==> src/rtl/xfer_seq_pkg.sv <==
// Shared REU transfer-type codes and sequencer state encoding.
// Purely combinational helpers; no timing or backpressure of their own.
package xfer_seq_pkg;

   localparam logic [1:0] XFER_C2R    = 2'b00;
   localparam logic [1:0] XFER_R2C    = 2'b01;
   localparam logic [1:0] XFER_SWAP   = 2'b10;
   localparam logic [1:0] XFER_VERIFY = 2'b11;

   typedef enum logic [2:0] {
      IDLE, ARM, SETTLE, C_RD, R_RD, C_WR, R_WR, RELEASE
   } xfer_state_t;

   // Every byte of a REU->C64 transfer starts with the REU read; all others with the C64 read.
   function automatic xfer_state_t firstAccess(input logic [1:0] xferType);
      xfer_state_t s;
      if (xferType == XFER_R2C) s = R_RD;
      else                      s = C_RD;
      return s;
   endfunction

endpackage

==> src/rtl/xfer_seq_if.sv <==
// Sequencer <-> register block / C64 bus / REU DRAM signal bundle.
// Strobes and pulses are single-cycle; BA low stalls C64-side accesses.
interface xfer_seq_if;

   logic       Execute;
   logic       FF00Decode;
   logic [1:0] XferType;
   logic       Length1;
   logic       FixCA;
   logic       FixREUA;
   logic       WrFF00;
   logic       BA;
   logic [7:0] C64Din;
   logic [7:0] REUDin;
   logic       nDMA;
   logic       C64RD;
   logic       C64WR;
   logic       REURD;
   logic       REUWR;
   logic [7:0] C64Dout;
   logic [7:0] REUDout;
   logic       NextCA;
   logic       NextREUA;
   logic       XferEnd;
   logic       VerifyErr;
   logic       Busy;

   modport master (
      input  Execute, FF00Decode, XferType, Length1, FixCA, FixREUA, WrFF00, BA, C64Din, REUDin,
      output nDMA, C64RD, C64WR, REURD, REUWR, C64Dout, REUDout, NextCA, NextREUA, XferEnd,
             VerifyErr, Busy
   );

   modport slave (
      output Execute, FF00Decode, XferType, Length1, FixCA, FixREUA, WrFF00, BA, C64Din, REUDin,
      input  nDMA, C64RD, C64WR, REURD, REUWR, C64Dout, REUDout, NextCA, NextREUA, XferEnd,
             VerifyErr, Busy
   );

endinterface

==> src/rtl/xfer_seq.sv <==
// REU DMA transfer sequencer: first access DMA_SETTLE+1 cycles after Execute, then one access per cycle.
// BA low holds C_RD/C_WR with strobes and pulses suppressed; nDMA stays asserted while stalled.
module xfer_seq
   import xfer_seq_pkg::*;
#(
   parameter int DMA_SETTLE = 1
) (
   input logic        PHI2,
   input logic        Reset,
   xfer_seq_if.master bus
);

   localparam logic [1:0] SETTLE_LAST = 2'(DMA_SETTLE - 1);

   xfer_state_t state;
   logic [1:0]  settleCnt;
   logic [7:0]  dc;
   logic [7:0]  dr;
   logic        nDMAq;
   logic        isVerify;
   logic        mismatch;
   logic        byteDone;

   // Strobes and pulses qualify against same-cycle BA, Length1 and REUDin, so they are decoded from state.
   always_comb begin
      isVerify = (bus.XferType == XFER_VERIFY);
      mismatch = (dc != bus.REUDin);
      byteDone = !Reset && ((state == R_WR)
                         || (state == C_WR && bus.XferType == XFER_R2C && bus.BA)
                         || (state == R_RD && isVerify && !mismatch));
   end

   assign bus.C64RD     = !Reset && state == C_RD && bus.BA;
   assign bus.C64WR     = !Reset && state == C_WR && bus.BA;
   assign bus.REURD     = !Reset && state == R_RD;
   assign bus.REUWR     = !Reset && state == R_WR;
   assign bus.XferEnd   = byteDone && bus.Length1;
   assign bus.NextCA    = byteDone && !bus.Length1 && !bus.FixCA;
   assign bus.NextREUA  = byteDone && !bus.Length1 && !bus.FixREUA;
   assign bus.VerifyErr = !Reset && state == R_RD && isVerify && mismatch;
   assign bus.C64Dout   = dr;
   assign bus.REUDout   = dc;
   assign bus.nDMA      = nDMAq;
   assign bus.Busy      = (state != IDLE) && (state != ARM);

   always_ff @(negedge PHI2) begin
      if (Reset) begin
         state     <= IDLE;
         nDMAq     <= 1'b1;
         settleCnt <= 2'd0;
         dc        <= 8'd0;
         dr        <= 8'd0;
      end else begin
         case (state)
            IDLE: begin
               settleCnt <= 2'd0;
               if (bus.Execute) begin
                  if (bus.FF00Decode) begin
                     state <= ARM;
                  end else begin
                     state <= SETTLE;
                     nDMAq <= 1'b0;
                  end
               end
            end
            ARM: begin
               settleCnt <= 2'd0;
               if (bus.WrFF00) begin
                  state <= SETTLE;
                  nDMAq <= 1'b0;
               end else if (!bus.Execute) begin
                  state <= IDLE;
               end
            end
            SETTLE: begin
               if (settleCnt == SETTLE_LAST) state <= firstAccess(bus.XferType);
               else                          settleCnt <= settleCnt + 2'd1;
            end
            C_RD: begin
               if (bus.BA) begin
                  dc    <= bus.C64Din;
                  state <= (bus.XferType == XFER_C2R) ? R_WR : R_RD;
               end
            end
            R_RD: begin
               dr <= bus.REUDin;
               if (isVerify) begin
                  // A verify byte ends the transfer on either a mismatch or the last byte.
                  nDMAq <= mismatch || bus.Length1;
                  state <= (mismatch || bus.Length1) ? RELEASE : C_RD;
               end else begin
                  state <= C_WR;
               end
            end
            C_WR: begin
               if (bus.BA) begin
                  if (bus.XferType == XFER_SWAP) begin
                     state <= R_WR;
                  end else begin
                     nDMAq <= bus.Length1;
                     state <= bus.Length1 ? RELEASE : firstAccess(bus.XferType);
                  end
               end
            end
            R_WR: begin
               nDMAq <= bus.Length1;
               state <= bus.Length1 ? RELEASE : firstAccess(bus.XferType);
            end
            RELEASE: state <= IDLE;
            default: begin
               state <= IDLE;
               nDMAq <= 1'b1;
            end
         endcase
      end
   end

endmodule
==> src/flat_wrapper.sv <==
// flat-port wrapper written by rule: the top's interface ports become plain ports
module xfer_seq_flat import xfer_seq_pkg::*;
#(
   parameter int DMA_SETTLE = 1
)
  (PHI2, Reset, bus_Execute, bus_FF00Decode, bus_XferType, bus_Length1, bus_FixCA, bus_FixREUA, bus_WrFF00, bus_BA, bus_C64Din, bus_REUDin, bus_nDMA, bus_C64RD, bus_C64WR, bus_REURD, bus_REUWR, bus_C64Dout, bus_REUDout, bus_NextCA, bus_NextREUA, bus_XferEnd, bus_VerifyErr, bus_Busy);
  xfer_seq_if bus_i ();
  input logic PHI2;
  input logic Reset;
  input wire logic [$bits(bus_i.Execute)-1:0] bus_Execute;
  input wire logic [$bits(bus_i.FF00Decode)-1:0] bus_FF00Decode;
  input wire logic [$bits(bus_i.XferType)-1:0] bus_XferType;
  input wire logic [$bits(bus_i.Length1)-1:0] bus_Length1;
  input wire logic [$bits(bus_i.FixCA)-1:0] bus_FixCA;
  input wire logic [$bits(bus_i.FixREUA)-1:0] bus_FixREUA;
  input wire logic [$bits(bus_i.WrFF00)-1:0] bus_WrFF00;
  input wire logic [$bits(bus_i.BA)-1:0] bus_BA;
  input wire logic [$bits(bus_i.C64Din)-1:0] bus_C64Din;
  input wire logic [$bits(bus_i.REUDin)-1:0] bus_REUDin;
  output wire logic [$bits(bus_i.nDMA)-1:0] bus_nDMA;
  output wire logic [$bits(bus_i.C64RD)-1:0] bus_C64RD;
  output wire logic [$bits(bus_i.C64WR)-1:0] bus_C64WR;
  output wire logic [$bits(bus_i.REURD)-1:0] bus_REURD;
  output wire logic [$bits(bus_i.REUWR)-1:0] bus_REUWR;
  output wire logic [$bits(bus_i.C64Dout)-1:0] bus_C64Dout;
  output wire logic [$bits(bus_i.REUDout)-1:0] bus_REUDout;
  output wire logic [$bits(bus_i.NextCA)-1:0] bus_NextCA;
  output wire logic [$bits(bus_i.NextREUA)-1:0] bus_NextREUA;
  output wire logic [$bits(bus_i.XferEnd)-1:0] bus_XferEnd;
  output wire logic [$bits(bus_i.VerifyErr)-1:0] bus_VerifyErr;
  output wire logic [$bits(bus_i.Busy)-1:0] bus_Busy;
  assign bus_i.Execute = bus_Execute;
  assign bus_i.FF00Decode = bus_FF00Decode;
  assign bus_i.XferType = bus_XferType;
  assign bus_i.Length1 = bus_Length1;
  assign bus_i.FixCA = bus_FixCA;
  assign bus_i.FixREUA = bus_FixREUA;
  assign bus_i.WrFF00 = bus_WrFF00;
  assign bus_i.BA = bus_BA;
  assign bus_i.C64Din = bus_C64Din;
  assign bus_i.REUDin = bus_REUDin;
  assign bus_nDMA = bus_i.nDMA;
  assign bus_C64RD = bus_i.C64RD;
  assign bus_C64WR = bus_i.C64WR;
  assign bus_REURD = bus_i.REURD;
  assign bus_REUWR = bus_i.REUWR;
  assign bus_C64Dout = bus_i.C64Dout;
  assign bus_REUDout = bus_i.REUDout;
  assign bus_NextCA = bus_i.NextCA;
  assign bus_NextREUA = bus_i.NextREUA;
  assign bus_XferEnd = bus_i.XferEnd;
  assign bus_VerifyErr = bus_i.VerifyErr;
  assign bus_Busy = bus_i.Busy;
  xfer_seq #(.DMA_SETTLE(DMA_SETTLE)) u_core (.PHI2(PHI2), .Reset(Reset), .bus(bus_i));
endmodule
==> config.mk <==
export PLATFORM = sky130hd
export DESIGN_NAME = xfer_seq_flat
export DESIGN_NICKNAME = d
export VERILOG_FILES = /design/src/rtl/xfer_seq_pkg.sv /design/src/rtl/xfer_seq_if.sv /design/src/rtl/xfer_seq.sv /design/src/flat_wrapper.sv
export SDC_FILE = /design/constraint.sdc
export NUM_CORES = 1
export LEC_CHECK = 0
export ABC_CLOCK_PERIOD_IN_PS = 1750
export BUFFER_PORTS_ARGS = -buffer_cell sky130_fd_sc_hd__buf_2
export CAP_MARGIN = 25
export CORE_MARGIN = 5
export CORE_UTILIZATION = 30
export CTS_CLUSTER_DIAMETER = 60
export DETAILED_ROUTE_END_ITERATION = 8
export GPL_TIMING_DRIVEN = 0
export MAX_ROUTING_LAYER = met4
export PLACE_DENSITY = 0.52
export SYNTH_ARGS = -nofsm -noshare
export SYNTH_HDL_FRONTEND = slang
export SYNTH_SLANG_ARGS = --single-unit
==> constraint.sdc <==
create_clock -name PHI2 -period 1.75 [get_ports PHI2]
set_input_delay 0.35 -clock PHI2 [delete_from_list [all_inputs] [get_ports PHI2]]
set_output_delay 0.35 -clock PHI2 [all_outputs]
set_load 0.005 [all_outputs]
# Word-level counts from Yosys, hierarchy flattened
# Index checks and enable logic that the tools add are counted.
word_totals:
  word_cells: 88
  output_inout_bits: 26
  inputBits: 27
  reg_bits: 22
op_classes:
  n_eq_ne: 22
  n_mux: 23
  n_addsub: 1
  reduce_logical: 37
ops:
  columns: ["operator", "count"]
  rows:
  - ["3-bit two-way mux", 11]
  - ["3-bit case mux with 8 select lines", 1]
  - ["1-bit logical AND", 18]
  - ["2-bit != test (second input constant)", 7]
  - ["3-bit equality test (second input constant)", 4]
  - ["8-bit != test", 1]
  - ["7-bit AND reduction", 1]
  - ["3-bit by 2-bit equality test with 1-bit output (second input constant)", 2]
  - ["1-bit two-way mux", 6]
  - ["2-bit two-way mux", 3]
  - ["1-bit zero test", 5]
  - ["1-bit case mux with 5 select lines", 1]
  - ["5-bit AND reduction", 1]
  - ["5-bit nonzero test", 1]
  - ["2-bit equality test (second input constant)", 2]
  - ["2-bit zero test", 2]
  - ["2-bit by 1-bit != test with 1-bit output (second input constant)", 2]
  - ["2-bit case mux with 2 select lines", 1]
  - ["2-bit AND reduction", 2]
  - ["3-bit by 1-bit equality test with 1-bit output (second input constant)", 1]
  - ["3-bit zero test", 1]
  - ["1-bit logical OR", 3]
  - ["3-bit by 1-bit != test with 1-bit output (second input constant)", 1]
  - ["3-bit != test (second input constant)", 1]
  - ["5 further kinds", 5]

# Longest topological paths before layout
# Gate-level depths: netlist (run 1).
logic_depth:
  depth_word: 8
  depth_mapped: 7
  depth_no_buf: 7

==> summary.md, run 1 <==
The global-route usage over all layers was 0.1631. The number of inserted filler cells in the final layout is 409, and the length of the first detailed-routing pass in iterations is 4. Startpoint of the worst-slack reg-to-reg timing path: u_core.state[2]$_SDFFE_NP0P_.

The most critical setup path has its startpoint at u_core.bus.REUDout[5]$_SDFFE_NP0P_. The tools report the CTS H-tree depth as 1. The logs give 0.001113 uW for the leakage power total and 0.34 ns for the clock insertion delay at the later pin of the skew report.

The cell area power density was 928.0 nW/um^2. The hold buffer count at cts was 0; the relative max-transition margin was 0.6069. The run gives 0 as the number of antenna violations at the first check in global routing. The path depth of the worst reg2reg path was 10.

Along the worst path, the maximum fanout reaches 2. The total vias in the final route was 1699. Synthesis produced a netlist with a net count of 223.

Max-cap violations in this run came to 0. TritonCTS built the clock tree. After technology mapping, the gate count stands at 195. The share of Yosys cell area claimed by the top area cell type was 0.3209.

After detailed routing, the total wire length is 4943 um. The count of different cell masters after synthesis came out at 41. At the end of routability-driven placement, the weighted congestion stood at 0.7859. TritonCTS created 3 clock buffers. The vias per cell is 4.896, and the wire length of the first global-routing pass is 7879 um. Summed over all nets, the half-perimeter wirelength after detailed placement is 3290 um.

The tools report the final number of setup-violating endpoints as 30. The count of nets left with antenna violations once routing finished came out at 0. The final count of hold timing violations is 0, and the worst hold slack across all endpoints is 0.4437 ns.

Reg-to-reg setup timing slack: -0.04 ns. The worst register-to-register path ends at u_core.bus.nDMA$_SDFFE_NP1P_. The logs give 0.3131 for the starting density of the core and 2.60 ns for the worst path arrival time. Yosys mapped a number of flops with a built-in enable equal to 0.

The number of port buffers was 51. The tools report the end-of-flow core utilization as 0.5785. The classification of the worst-slack hold path was reg -> reg. The first routing iteration left 122 violations.

STA puts the critical path data required time at 1.40 ns. In this run the horizontal extent of the chip is 77.64 um. Relative to the synthesized area, the layout overhead comes to 84.78%. The final routed wire length divided by cell count works out to 14.24 um. End of the critical path: bus_NextREUA. The remaining global-route overflow is 0, and the buffer depth of the longest clock path is 2. The fraction of registers with async set/reset was 0. Summing all flip-flop and latch instances after layout gives 481.7 sq um. The final clock skew came out at 0.01024 ns.

The via count of the first global-routing pass was 1606; the number of diodes added for antenna fixing was 0. The die covers 6028 sq um. The core region is 4384 sq um. For the pin with the worst max-slew slack, the measured transition is 0.5875 ns. The checks that failed: setup timing.

Post-route worst setup slack: -1.196 ns. The synthesized design contains 22 register bits. Setup repair after global routing could not meet its margin everywhere. Entering global routing, the biggest net connects 13 pins. The floorplan has 24 rows.

The run finished, with violations left. For the final-report max-slew violation count, the log shows 0. STA classifies the critical path endpoint as an output port.

The number of remaining DRC errors was 0; the clock-pin slew reported for the worst setup and hold paths after clock tree synthesis was 0.05 ns. The mean cell area of the mapped netlist is 7.039 sq um. The mapped netlist covers 1373 sq um.

From bottom edge to top edge, the die measures 77.64 um. The fraction of final layout cells with drive strength greater than 1 works out to 0.4983. The run gives 22 as the sink count of the clock tree. After synthesis, the cell types taking the most area are sky130_fd_sc_hd__dfxtp_1 (32%), sky130_fd_sc_hd__nand2_1 (10%), sky130_fd_sc_hd__a21oi_1 (9.8%). The sequential fraction of the synthesis area is 0.3209. The net count of the finished layout is 324. Yosys printed 0 warnings.

For this run, the leading register cell type out of synthesis is sky130_fd_sc_hd__dfxtp_1. The largest area contributor in the synthesized netlist was sky130_fd_sc_hd__dfxtp_1. The tree is rooted in a sky130_fd_sc_hd__clkbuf_8. VDD sags by at most 0.4479 mV. For the number of top-level pins, the log shows 53. The worst setup path is launched from a flop.

Area of combinational cells with multiple inputs: 1144 sq um. Worst setup path category: reg -> out.
[worst min-delay path by stage]
stage                                       startpoint                            endpoint  slack, ns  cells past startpoint
floorplan           u_core.bus.C64Dout[0]$_SDFFE_NP0N_  u_core.bus.C64Dout[0]$_SDFFE_NP0N_       0.45                      2
global placement    u_core.bus.C64Dout[1]$_SDFFE_NP0N_  u_core.bus.C64Dout[1]$_SDFFE_NP0N_       0.44                      2
detailed placement  u_core.bus.C64Dout[1]$_SDFFE_NP0N_  u_core.bus.C64Dout[1]$_SDFFE_NP0N_       0.44                      2
CTS                 u_core.bus.C64Dout[1]$_SDFFE_NP0N_  u_core.bus.C64Dout[1]$_SDFFE_NP0N_       0.45                      2
global route        u_core.bus.C64Dout[4]$_SDFFE_NP0N_  u_core.bus.C64Dout[4]$_SDFFE_NP0N_       0.47                      2
finish              u_core.bus.C64Dout[1]$_SDFFE_NP0N_  u_core.bus.C64Dout[1]$_SDFFE_NP0N_       0.44                      2
[Yosys cell counts, drive strengths merged, types with 2 or more instances]
cell	number
a21boi	2
buf	7
dfxtp	22
nand2	37
inv	7
nor4	2
or2	2
a21oi	27
nor2b	6
clkbuf	5
nand3b	2
nand3	4
a31oi	2
nor3	5
nor2	17
xor2	8
o31ai	2
o22ai	2
nand2b	10
o21ai	10
[metal layers]
| layer | part of all wire | vias to the layer above | global-route usage |
|---|---|---|---|
| met5 | 0 | - | - |
| met4 | 0.011 | 0 | 0.04296 |
| met3 | 0.052 | 8 | 0.04051 |
| met2 | 0.48 | 46 | 0.2396 |
| met1 | 0.46 | 781 | 0.2230 |
| li1 | - | 864 | - |
[worst max-delay path, stage by stage (launching register included)]
cell	delay, ns
sky130_fd_sc_hd__dfxtp_2	0.34
sky130_fd_sc_hd__xor2_2	0.16
sky130_fd_sc_hd__nor4_4	0.34
sky130_fd_sc_hd__nand3_2	0.13
sky130_fd_sc_hd__a21oi_2	0.16
sky130_fd_sc_hd__nor2b_4	0.14
sky130_fd_sc_hd__buf_2	0.11
[per-stage QoR]
step / setup WS [ns] / area [sq um] / power, uW / TNS [ns] / instances
floorplan: -0.7391 / 1531 / 1360 / -5.696 / 195
global placement: -1.065 / 1852 / 1594 / -14.36 / 298
detailed placement: -1.074 / 1852 / 1595 / -14.14 / 298
CTS: -1.195 / 2386 / 2279 / -14.70 / 342
global route: -1.305 / 2536 / 2534 / -16.05 / 347
finish: -1.196 / 2536 / 2354 / -14.68 / 347
[power breakdown]
group / internal (uW) / switching, uW / total, uW / leakage [uW]
Combinational: 607 / 628 / 1230 / 0.000785
Clock: 223 / 291 / 515 / 0.000139
Sequential: 564 / 39.7 / 604 / 0.000189
[state kept, by name, summed over array words and instances (netlist names)]
| register | count |
|---|---|
| u_core.state | 3 |
| u_core.settleCnt | 2 |
| u_core.bus.C64Dout | 8 |
| u_core.bus.REUDout | 8 |
| u_core.bus.nDMA | 1 |
[logic make-up after synthesis]
group,after synthesis,share of synthesized area
simple gates,87,0.2926
buf+inv,19,0.06199
mux,2,0.01823
compound gates,55,0.2397
xor+xnor,9,0.05743
flops,22,0.3209
fa+ha+maj,1,0.009114
[cell type report]
type                    count  area share
multi-input cells         154      0.4509
inverters                   6    0.008880
repair buffers             77      0.2403
plain buffers              10     0.03355
well taps                  52     0.02565
flip-flops and latches     22      0.1899
clock inverters            23     0.03453
clock buffers               3     0.01628
[cell usage in the layout, fill, tap and decap left out, types with 2 or more instances in the layout]
cell type / n
sky130_fd_sc_hd__o21ai_2: 2
sky130_fd_sc_hd__nand3b_1: 2
sky130_fd_sc_hd__nor3_1: 3
sky130_fd_sc_hd__nor4_4: 2
sky130_fd_sc_hd__nand3_1: 2
sky130_fd_sc_hd__buf_4: 16
sky130_fd_sc_hd__nand2b_1: 6
sky130_fd_sc_hd__buf_6: 23
sky130_fd_sc_hd__xor2_2: 6
sky130_fd_sc_hd__dfxtp_2: 12
sky130_fd_sc_hd__o21ai_0: 7
sky130_fd_sc_hd__nor2b_4: 2
sky130_fd_sc_hd__nand2b_4: 4
sky130_fd_sc_hd__nand2_1: 35
sky130_fd_sc_hd__clkbuf_8: 4
sky130_fd_sc_hd__o31ai_1: 2
sky130_fd_sc_hd__nor2_4: 4
sky130_fd_sc_hd__nor2_1: 12
sky130_fd_sc_hd__dfxtp_1: 3
sky130_fd_sc_hd__inv_1: 27
sky130_fd_sc_hd__a21oi_1: 26
sky130_fd_sc_hd__xor2_4: 2
sky130_fd_sc_hd__nor2b_1: 3
sky130_fd_sc_hd__o22ai_1: 2
sky130_fd_sc_hd__a31oi_1: 2
sky130_fd_sc_hd__nor3_4: 2
sky130_fd_sc_hd__buf_2: 38
sky130_fd_sc_hd__dfxtp_4: 7
sky130_fd_sc_hd__buf_8: 5
[timing repair]
item                                   4_1_cts  5_1_grt
endpoints found under the hold margin        0        0
setup endpoints to repair                   32       31
pin swaps                                   12        6
resized for setup                           65       21
buffers inserted                            20        6
Power figures use the tool's default switching activity.
==> run 2, diff against run 1 <==
--- a/config.mk
+++ b/config.mk
@@ -6,9 +6,9 @@
 export NUM_CORES = 1
 export LEC_CHECK = 0
 export ABC_CLOCK_PERIOD_IN_PS = 1750
-export BUFFER_PORTS_ARGS = -buffer_cell sky130_fd_sc_hd__buf_2
+export BUFFER_PORTS_ARGS = -buffer_cell sky130_fd_sc_hd__buf_4
 export CAP_MARGIN = 25
-export CORE_MARGIN = 5
+export CORE_MARGIN = 10
 export CORE_UTILIZATION = 30
 export CTS_CLUSTER_DIAMETER = 60
 export DETAILED_ROUTE_END_ITERATION = 8
==> run 2 against run 1 <==
The run still ends with setup timing left. Register-to-register slack worse by 0.05 ns. Wire length grew 5.5%. Die area grew 27%. Sequential power about the same. Global-route usage is 2.8 points lower. Via count increased by 0.65%. Clock power about the same. First-iteration DRC count fell by 30%. Core utilization increased by 2.7 points. Worst hold slack improved by 0.0088 ns.
==> summary.md, run 2 (synthesis gave the netlist of run 1 again) <==
Setup repair after global routing could not meet its margin everywhere. After global routing the overflow that remains totals 0. In this run the horizontal extent of the chip is 87.64 um. The fraction of final layout cells with drive strength greater than 1 is 0.5033, and the starting density of the core is 0.3131. The net count of the finished layout is 329. The combined buffer and inverter count along the critical path works out to 1. Buffers inserted during clock tree synthesis total 3. The logs give 0.03528 for the global routing usage on met3 and 1979 sq um for the placed instance area. The worst-path cell with the longest stage delay is sky130_fd_sc_hd__nor4_4.

The count of standard-cell rows was 24. Before CTS, the worst setup slack after placement is -1.104 ns. The actual transition at the worst max-transition pin was 0.6588 ns. The final RePlAce weighted congestion is 0.8279. Detailed routing inserted a total of 1710 vias.

The relative max-transition margin is 0.5592, and the final-report max-slew violation count is 0. The die covers 7681 sq um. Setup violations remaining at the end of the flow were counted as 30.

CTS saw 22 sinks. The critical path launch point type is a flop. The clock-pin slew reported for the worst setup and hold paths after clock tree synthesis was 0.04 ns. The tools report the post-route worst setup slack as -1.175 ns. For the via count of the first global-routing pass, the log shows 1719. For this design, the CTS-stage hold fixing added 0 buffers. The run gives 4384 sq um as the core footprint. The count of nets left with antenna violations once routing finished came out at 0. The maximum fanout along the worst path is 2, and the met1 track utilization from global routing is 0.1769. Dividing the detail-routed via count by the number of cells gives 4.858.

The buffer depth of the longest clock path came out at 2. In the layout the commonest cells are sky130_fd_sc_hd__buf_4 (48), sky130_fd_sc_hd__nand2_1 (35), sky130_fd_sc_hd__buf_6 (34). Overall die height: 87.64 um. The layer flagged by global routing as most heavily used is met2.

The tools report the global-route met2 utilization as 0.1978. Number of diodes added for antenna fixing: 0. TritonCTS built the clock tree. The first detailed-routing pass ran for 4 iterations. The worst hold slack across all endpoints was 0.4524 ns.

The most frequent standard cell in the layout excluding fill and tap cells is sky130_fd_sc_hd__buf_4. Wires add up to 5213 um. The largest stage delay on the critical path is 0.35 ns.

The tightest min-delay check is of the reg -> reg type. The global-route usage over all layers was 0.1354. Summed over all cells, the static leakage comes to 0.001152 uW. For the final count of hold timing violations, the log shows 0. IR analysis of the VDD net gives a maximum drop of 0.5665 mV. The tree is rooted in a sky130_fd_sc_hd__clkbuf_8. The number of inserted filler cells in the final layout was 394; the wire length of the first global-routing pass was 8273 um. Port buffering added 51 buffers.

The finished cells cover 2654 sq um. Entering global routing, the biggest net connects 13 pins. Detailed placement finished with a half-perimeter wire length of 3608 um. The setup path with the least slack is of type reg -> out. After detailed routing, the average wire length per cell comes to 14.81 um. For this block, the initial DRC count from the detailed router was 86.

The run gives 1.40 ns as the required time of the critical path. The number of antenna violations at the first check in global routing is 0, and the final clock skew is 0.01280 ns. Clock insertion delay at the later pin of the skew report: 0.34 ns. The family with the most delay on the worst path is simple AND/OR/NAND/NOR gates. The critical path goes through xor2_2 -> nor4_4 -> nand3_2 -> a21oi_2 -> nor2b_4 -> buf_6. The number of top-level pins was 53; the growth of design area from synthesis to finish was 93.35%. The checks that failed: setup timing. For the CTS H-tree depth, the log shows 1. The run finished, with violations left. The worst setup path is captured at an output port. The cell area power density is 931.8 nW/um^2, and the number of remaining DRC errors is 0. The run gives 0 as the number of max-cap violations. Data on the critical path arrives at its endpoint at 2.58 ns.
-- run 2: changes by cell type in the layout (fill, tap and decap cells not counted), moves of 2 or more --
| cell | change |
|---|---|
| sky130_fd_sc_hd__dfxtp_4 | -2 |
| sky130_fd_sc_hd__buf_4 | +32 |
| sky130_fd_sc_hd__dfxtp_2 | +2 |
| sky130_fd_sc_hd__buf_6 | +11 |
| sky130_fd_sc_hd__xor2_4 | -2 |
| sky130_fd_sc_hd__buf_2 | -37 |
| sky130_fd_sc_hd__xor2_2 | +2 |
| sky130_fd_sc_hd__nor3_2 | +2 |
-- run 2: through the flow --
stage	instances	util	total power, uW	setup TNS, ns
3_5_place_dp	298	0.4515	1635	-13.61
3_3_place_gp	298	0.4515	1640	-13.78
5_1_grt	352	0.6053	2666	-16.03
4_1_cts	342	0.5791	2336	-14.55
2_1_floorplan	195	-	1360	-5.696
6_report	352	0.6053	2473	-14.54
-- run 2: worst min-delay path, delay by kind of cell (launching register included) --
family | cells | cell delay [ns]
AOI/OAI and AO/OA | 1 | 0.05
and+or+nand+nor | 1 | 0.05
DFF | 1 | 0.31
-- run 2: path summary, 6_finish.rpt --
path / startpoint / endpoint / slack, ns / cells past startpoint
min reg2reg: u_core.bus.C64Dout[5]$_SDFFE_NP0N_ / u_core.bus.C64Dout[5]$_SDFFE_NP0N_ / 0.45 / 2
min: u_core.bus.C64Dout[5]$_SDFFE_NP0N_ / u_core.bus.C64Dout[5]$_SDFFE_NP0N_ / 0.45 / 2
max: u_core.bus.REUDout[6]$_SDFFE_NP0P_ / bus_NextCA / -1.18 / 6
max reg2reg: u_core.state[2]$_SDFFE_NP0P_ / u_core.bus.nDMA$_SDFFE_NP1P_ / -0.09 / 10
-- run 2: final cells by class --
type | count | area, sq um | area share
Clock inverter | 23 | 87.58 | 0.03300
Timing Repair Buffer | 82 | 754.5 | 0.2843
Tap cell | 52 | 65.06 | 0.02452
Inverter | 6 | 22.52 | 0.008487
Multi-Input combinational cell | 154 | 1117 | 0.4210
Sequential cell | 22 | 476.7 | 0.1796
Clock buffer | 3 | 41.29 | 0.01556
Buffer | 10 | 88.84 | 0.03347
-- run 2: metal layers --
layer	wire (um)	share of wire
met1	2352	0.45
met4	33	0.0063
met3	179	0.034
met2	2647	0.51
met5	0	0
-- run 2: power by group --
group	internal (uW)	total (uW)	switching (uW)	leakage (uW)
Sequential	567	606	39.2	0.000188
Combinational	706	1350	647	0.000825
Clock	223	515	291	0.000139
-- run 2: repair_timing --
item | in CTS | in global routing
endpoints found under the hold margin | 0 | 0
gates resized for setup | 73 | 15
setup endpoints to repair | 30 | 38
buffers inserted | 20 | 13
pin swaps | 16 | 8
